**config.mk**
```make
export PLATFORM = sky130hd
export DESIGN_NAME = rf_bank
export DESIGN_NICKNAME = d
export VERILOG_FILES = /design/src/rtl/rf_pkg.sv /design/src/rtl/rf_read_port.sv /design/src/rtl/rf_bank.sv
export SDC_FILE = /design/constraint.sdc
export NUM_CORES = 1
export LEC_CHECK = 0
export CORE_MARGIN = 4
export CORE_UTILIZATION = 50
export DETAILED_ROUTE_END_ITERATION = 8
export PLACE_DENSITY_LB_ADDON = 0.15
export SLEW_MARGIN = 25
export SYNTH_ARGS = -nofsm -noshare
export SYNTH_HDL_FRONTEND = slang
export SYNTH_SLANG_ARGS = --single-unit
```
**constraint.sdc**
```tcl
create_clock -name Clock -period 2 [get_ports Clock]
set_input_delay 0.3 -clock Clock [delete_from_list [all_inputs] [get_ports Clock]]
set_output_delay 0.3 -clock Clock [all_outputs]
set_load 0.01 [all_outputs]
```
**src/rtl/rf_pkg.sv**
```systemverilog
// Shared types and default dimensions for the parametrised register-file bank.
package rf_pkg;

    typedef enum logic {
        RF_IDLE,
        RF_CLEAR
    } rf_state_e;

    localparam int unsigned RF_REGISTER_LEN_DEFAULT = 10;
    localparam int unsigned RF_ADDR_LEN_DEFAULT     = 2;

endpackage

```
**src/rtl/rf_read_port.sv**
```systemverilog
// One registered read port: enable-gated load from the array, with optional
// forwarding of a same-edge accepted write to the matching address.
module rf_read_port #(
    parameter int unsigned REGISTER_LEN = 10,
    parameter int unsigned ADDR_LEN     = 2,
    parameter bit          BYPASS       = 1'b1
) (
    input  logic                    clk,
    input  logic                    rst,
    input  logic                    en,
    input  logic [ADDR_LEN-1:0]     addr,
    input  logic [REGISTER_LEN-1:0] mem [2**ADDR_LEN],
    input  logic                    wr_en,
    input  logic [ADDR_LEN-1:0]     wr_addr,
    input  logic [REGISTER_LEN-1:0] wr_data,
    output logic [REGISTER_LEN-1:0] data
);

    logic [REGISTER_LEN-1:0] data_d;
    logic [REGISTER_LEN-1:0] data_q;

    always_comb begin
        data_d = data_q;
        if (en) begin
            // wr_en is already qualified by the top (dropped while clearing)
            if (BYPASS && wr_en && (wr_addr == addr)) begin
                data_d = wr_data;
            end else begin
                data_d = mem[addr];
            end
        end
    end

    always_ff @(posedge clk or posedge rst) begin
        if (rst) begin
            data_q <= '0;
        end else begin
            data_q <= data_d;
        end
    end

    assign data = data_q;

endmodule

```
**src/rtl/rf_bank.sv**
```systemverilog
// 2^ADDR_LEN-entry, 2-read/1-write register file with registered outputs,
// optional write bypass and a one-entry-per-cycle bulk-clear sequencer.
module rf_bank
    import rf_pkg::*;
#(
    parameter int unsigned REGISTER_LEN = RF_REGISTER_LEN_DEFAULT,
    parameter int unsigned ADDR_LEN     = RF_ADDR_LEN_DEFAULT,
    parameter bit          BYPASS       = 1'b1
) (
    input  logic                    Clock,
    input  logic                    Reset,
    input  logic [REGISTER_LEN-1:0] RFIN,
    input  logic                    WE,
    input  logic [ADDR_LEN-1:0]     WA,
    input  logic                    RAE,
    input  logic [ADDR_LEN-1:0]     RAA,
    input  logic                    RBE,
    input  logic [ADDR_LEN-1:0]     RBA,
    input  logic                    CLR,
    output logic                    BUSY,
    output logic [REGISTER_LEN-1:0] A,
    output logic [REGISTER_LEN-1:0] B
);

    localparam int unsigned DEPTH = 2**ADDR_LEN;
    localparam logic [ADDR_LEN-1:0] LAST = ADDR_LEN'(DEPTH - 1);

    logic [REGISTER_LEN-1:0] mem_d [DEPTH];
    logic [REGISTER_LEN-1:0] mem_q [DEPTH];
    rf_state_e               state_d, state_q;
    logic [ADDR_LEN-1:0]     ptr_d, ptr_q;
    logic                    busy_d, busy_q;
    logic                    wr_accept;

    assign wr_accept = WE && (state_q == RF_IDLE);

    always_comb begin
        mem_d   = mem_q;
        state_d = state_q;
        ptr_d   = ptr_q;
        busy_d  = busy_q;
        unique case (state_q)
            RF_IDLE: begin
                if (wr_accept) begin
                    mem_d[WA] = RFIN;
                end
                if (CLR) begin
                    state_d = RF_CLEAR;
                    ptr_d   = '0;
                    busy_d  = 1'b1;
                end
            end
            RF_CLEAR: begin
                mem_d[ptr_q] = '0;
                if (ptr_q == LAST) begin
                    state_d = RF_IDLE;
                    ptr_d   = '0;
                    busy_d  = 1'b0;
                end else begin
                    ptr_d = ptr_q + 1'b1;
                end
            end
            default: begin
                state_d = RF_IDLE;
            end
        endcase
    end

    always_ff @(posedge Clock or posedge Reset) begin
        if (Reset) begin
            for (int unsigned i = 0; i < DEPTH; i++) begin
                mem_q[i] <= '0;
            end
            state_q <= RF_IDLE;
            ptr_q   <= '0;
            busy_q  <= 1'b0;
        end else begin
            mem_q   <= mem_d;
            state_q <= state_d;
            ptr_q   <= ptr_d;
            busy_q  <= busy_d;
        end
    end

    assign BUSY = busy_q;

    // Ports read mem_q, so an entry being cleared this edge still reads its old value
    rf_read_port #(
        .REGISTER_LEN(REGISTER_LEN),
        .ADDR_LEN    (ADDR_LEN),
        .BYPASS      (BYPASS)
    ) u_port_a (
        .clk    (Clock),
        .rst    (Reset),
        .en     (RAE),
        .addr   (RAA),
        .mem    (mem_q),
        .wr_en  (wr_accept),
        .wr_addr(WA),
        .wr_data(RFIN),
        .data   (A)
    );

    rf_read_port #(
        .REGISTER_LEN(REGISTER_LEN),
        .ADDR_LEN    (ADDR_LEN),
        .BYPASS      (BYPASS)
    ) u_port_b (
        .clk    (Clock),
        .rst    (Reset),
        .en     (RBE),
        .addr   (RBA),
        .mem    (mem_q),
        .wr_en  (wr_accept),
        .wr_addr(WA),
        .wr_data(RFIN),
        .data   (B)
    );

endmodule

```
# After elaboration in Yosys (flattened, before gate mapping)

Cells that the tools add are included.

Add/sub/neg operators: 1
Eq/ne operators: 6
Reduce and logical (&&, ||, !) cells: 6
Multiplexer cells: 24
Bitwise gates (word level): 7
$lt $le $gt $ge: 6

Operators by type and width:

| cell                | number |
|---|---|
| $mux 10             | 8 |
| $pmux 40 s2         | 1 |
| $and 40x40->40      | 1 |
| $bmux 10 s2         | 2 |
| $bwmux 40           | 1 |
| $demux 10 s2        | 2 |
| $mux 40             | 1 |
| $not 40->40         | 1 |
| $ge 3x3->1 const B  | 4 |
| $not 2->3           | 4 |
| $lt 3x1->1 const B  | 2 |
| $logic_and 1x1->1   | 5 |
| $eq 2x2->1          | 2 |
| $mux 1              | 4 |
| $mux 2              | 2 |
| $ne 2x1->1 const B  | 2 |
| $pmux 1 s2          | 2 |
| $pmux 2 s2          | 1 |
| $add 2x1->2 const B | 1 |
| $eq 2x2->1 const B  | 1 |
| $ne 2x2->1 const B  | 1 |
| $reduce_and 2->1    | 1 |
| $not 1->1           | 1 |

Word-level logic and storage cells: 59
Bits in registers: 64

# Depth between registers and ports, before layout

Word-level depth: 8
Depth in mapped cells: 5
Depth with buffers taken out: 4

# By module

Synthesis repeated with hierarchy kept, for this count alone.

Cells, all modules: 258
Area total of the unflattened synthesis: 3636.0 um^2

By module, submodules not included:

| module       | seq. area each (um^2) | cells each | times used | area each (um^2) |
|---|---|---|---|---|
| rf_bank      | 1101.1                | 156        | 1          | 2119.5 |
| rf_read_port | 250.2                 | 51         | 2          | 758.2 |

# Worst setup path before layout

Ideal clock, no wire load.

Kind: register to register
Start point: register state_q
End point: register mem_q[36] (netlist bit)
Data required time: 1.879 ns
Clock period less this slack: 1.290 ns
Data arrival time: 1.170 ns
Setup time: 0.121 ns
Path buffers: 1
Slack: 0.710 ns
Cell stages (with the launch flop): 5
Path through: dfrtp_1 > buf_6 > nor4b_2 > a21oi_2 > a22o_1

Longest elaborated chain between the ends: 3
Elaborated cells between the ends (all ways): 4

Ends and longest elaborated chain:

| item                   | line          | source |
|---|---|---|
| start, declared        | rf_bank.sv:30 | `rf_state_e state_d, state_q;` |
| start signal, assigned | rf_bank.sv:79 | `state_q <= state_d;` |
| $not 1->1              | -             |  |
| $logic_and 1x1->1      | rf_bank.sv:35 | `assign wr_accept = WE && (state_q == RF_IDLE);` |
| $ne 2x1->1 (no line)   | -             |  |
| end signal, assigned   | rf_bank.sv:78 | `mem_q <= mem_d;` |
| end, declared          | rf_bank.sv:29 | `logic [REGISTER_LEN-1:0] mem_q [DEPTH];` |

Parallel ways exist; a longest one is shown, timed or not.
A chain may end at the register's enable or synchronous reset.

# Worst setup path in the final report

Start point: input port WA[1]
End point: register u_port_b.data_q[5] (netlist: u_port_b.data[5])

Longest elaborated chain between the ends: 3

Ends and longest elaborated chain:

| item                 | line               | source |
|---|---|---|
| start, declared      | rf_bank.sv:14      | `input logic [ADDR_LEN-1:0] WA,` |
| $eq 2x2->1           | rf_read_port.sv:26 | `if (BYPASS && wr_en && (wr_addr == addr)) begin` |
| $logic_and 1x1->1    | rf_read_port.sv:26 |  |
| $mux 10              | rf_read_port.sv:26 |  |
| end signal, assigned | rf_read_port.sv:38 | `data_q <= data_d;` |
| end, declared        | rf_read_port.sv:20 | `logic [REGISTER_LEN-1:0] data_q;` |

Every way passes these cells.

==> flow_summary.toml <==
[synthesis]
async_flop_share_pct = 100
avgSynthCellArea_sq_um = 13.3
yosysWarnings = 0
synth_edf_count = 0
synth.distinct_cells = 30
syn_area_sq_um = 3410
yosys_register_bits = 64
ys_seq_area_share_pct = 47.0
syn_nets = 283
syn_inst = 257
synthFlopType = "dfrtp_1"

[power_and_ir_drop]
powerDensity_nw_per_um2 = 1090
peakVddDrop_v = 0.000842
cellLeakagePower_nw = 1.76
power.total_mw = 4.59

[setup_path]
startpoint_type = "input port"
cp.required_ps = 2250
critPathMaxFanout = 10
crit_type = "in -> reg"
arrival_ps = 1830
endpoint_kind = "flip-flop"

[floorplanning]
die_area_sq_um = 8200
start_util_pct = 52.4
pin_count = 43
core_area_sq_um = 6490
die_h_um = 90.5
num_rows = 29
fp.dieW_um = 90.5

[timing]
period_share_pct = 79.0
hold_viol = 0
period_needed_ps = 1580
tightest_slew_ps = 610
setup-violations-final = 0
rsz0062_at_grt = "false"
relSlewSlack_pct = 59.3
fin_skew_ps = 3.80
final_max_slew_viol_count = 0
setup_tns_ps = 0
clock.fmax_mhz = 633

[flow_run]
drv_cap = 0

[finish]
fin_nets = 334
diodes = 0
drive_gt1_share_pct = 19.5
syn2layout_area_growth_pct = 23.1
post-route-util_pct = 64.5

[global_route]
antenna_found_initial = 0
grt_max_degree = 65
track_usage_pct = 21.1
overflow = 0
grt_pass1_vias = 2517
grt_pass1_wl_um = 13700

[placement]
placement.io_buffers = 42
place.gp.congestion = 0.871
dp_hpwl_um = 5710

[clock_tree]
cts_made_buffers = 9
clock-sinks = 64
clk_latency_ps = 330
cts_setup_buffers = 0
cts_tree = "done"
cts.repair.resized = 0
hold_buffers = 0
path_clk_slew_ps = 70
root_buffer = "clkbuf_8"
clk_path_buf_depth = 2
htreeDepth = 3

[hold_path]
hp-class = "in -> async"

[run_status]
status = "complete, no violations"

[drt]
route.antenna.remaining_nets = 0
wl_um = 8100
via_count = 2543
wl_per_cell_um = 20.8
via_per_inst = 6.52
drc = 0
drt_iter0_drc = 152
drt_pre_antenna_iters = 4
[Yosys cell counts, types with 4 or more instances]
cell type	number	area share, %
mux4_2	16	11
o31ai_1	21	4.6
inv_1	4	0.44
a31oi_1	20	3.7
nand4_1	20	3.7
a22o_1	40	10
nor2_1	20	2.2
buf_2	5	0.73
ha_1	4	1.5
xnor2_2	4	1.9
dfrtp_1	64	47
buf_6	5	1.7
mux4_1	4	3.1
clkbuf_1	6	0.66
[cell usage in the layout (no fill, tap or decap), types with 4 or more instances in the layout]
cell | netlist | layout
dfrtp_1 | 64 | 64
clkdlybuf4s50_1 | 0 | 42
a22o_1 | 40 | 40
o31ai_1 | 21 | 21
nand4_1 | 20 | 20
nor2_1 | 20 | 20
a31oi_1 | 20 | 20
mux4_2 | 16 | 16
buf_4 | 3 | 10
clkbuf_8 | 0 | 9
buf_12 | 0 | 7
xnor2_2 | 4 | 4
mux4_1 | 4 | 4
ha_1 | 4 | 4
[metrics by stage]
| step | hold slack (ps) | area [sq um] | setup slack, ps | std cells |
|---|---|---|---|---|
| finish | 343 | 4190 | 420 | 390 |
| CTS | 354 | 4190 | 437 | 390 |
| global route | 386 | 4190 | 306 | 390 |
| global placement | 494 | 4010 | 136 | 374 |
| detailed placement | 498 | 4010 | 128 | 374 |
| floorplan | 386 | 3410 | 102 | 257 |
[cells by family after synthesis]
logic type	Yosys count	synth area share, %
flops	64	47.0
fa+ha+maj	4	1.47
buf+inv	24	4.26
xor+xnor	8	4.81
compound gates	88	20.5
mux	21	14.0
simple gates	48	7.97
[path summary, 6_finish.rpt]
kind,slack (ps),to,from,cells past startpoint
min in group Clock,520,mem_q[17]$_DFFE_PP0P_,mem_q[17]$_DFFE_PP0P_,1
worst min-delay path,340,u_port_b.data[4]$_DFFE_PP0P_,Reset,3
worst max-delay path,420,u_port_b.data[5]$_DFFE_PP0P_,WA[1],5
worst max register to register,460,mem_q[37]$_DFFE_PP0P_,state_q$_DFF_PP0_,3
max in group asynchronous,1380,mem_q[32]$_DFFE_PP0P_,Reset,3
worst min register to register,520,mem_q[17]$_DFFE_PP0P_,mem_q[17]$_DFFE_PP0P_,1
[area by class of cell]
class | count | area, sq um
Timing Repair Buffer | 59 | 636
Sequential cell | 64 | 1600
Clock inverter | 4 | 45.0
Multi-Input combinational cell | 169 | 1660
Tap cell | 77 | 96.3
Inverter | 5 | 18.8
Fill cell | 526 | 2300
Clock buffer | 12 | 135
[report_power, final]
part | internal, mW | leakage, nW | total, mW | switching (mW)
combinational | 0.831 | 0.830 | 1.58 | 0.745
clock | 0.571 | 0.0941 | 1.05 | 0.476
sequential | 1.66 | 0.839 | 1.96 | 0.305
[flip-flops by register name, summed over array words and instances, names as in the netlist]
register and flops:
mem_q 40, u_port_a.data 10, state_q 1, BUSY 1, ptr_q 2, u_port_b.data 10
[per-layer routing]
| layer | GRT usage (%) | vias to the layer above | share of wire, % |
|---|---|---|---|
| li1 | - | 1151 | - |
| met1 | 31.2 | 1299 | 48 |
| met2 | 31.7 | 82 | 46 |
| met3 | 3.50 | 11 | 4.9 |
| met4 | 6.76 | 0 | 1.2 |
| met5 | 0 | - | 0 |
[critical path, cell delays in order]
cell             delay, ps
clkdlybuf4s50_1        490
buf_12                 190
xnor2_2                450
nand4_1                180
a31oi_1                220
Power figures use the tool's default switching activity.
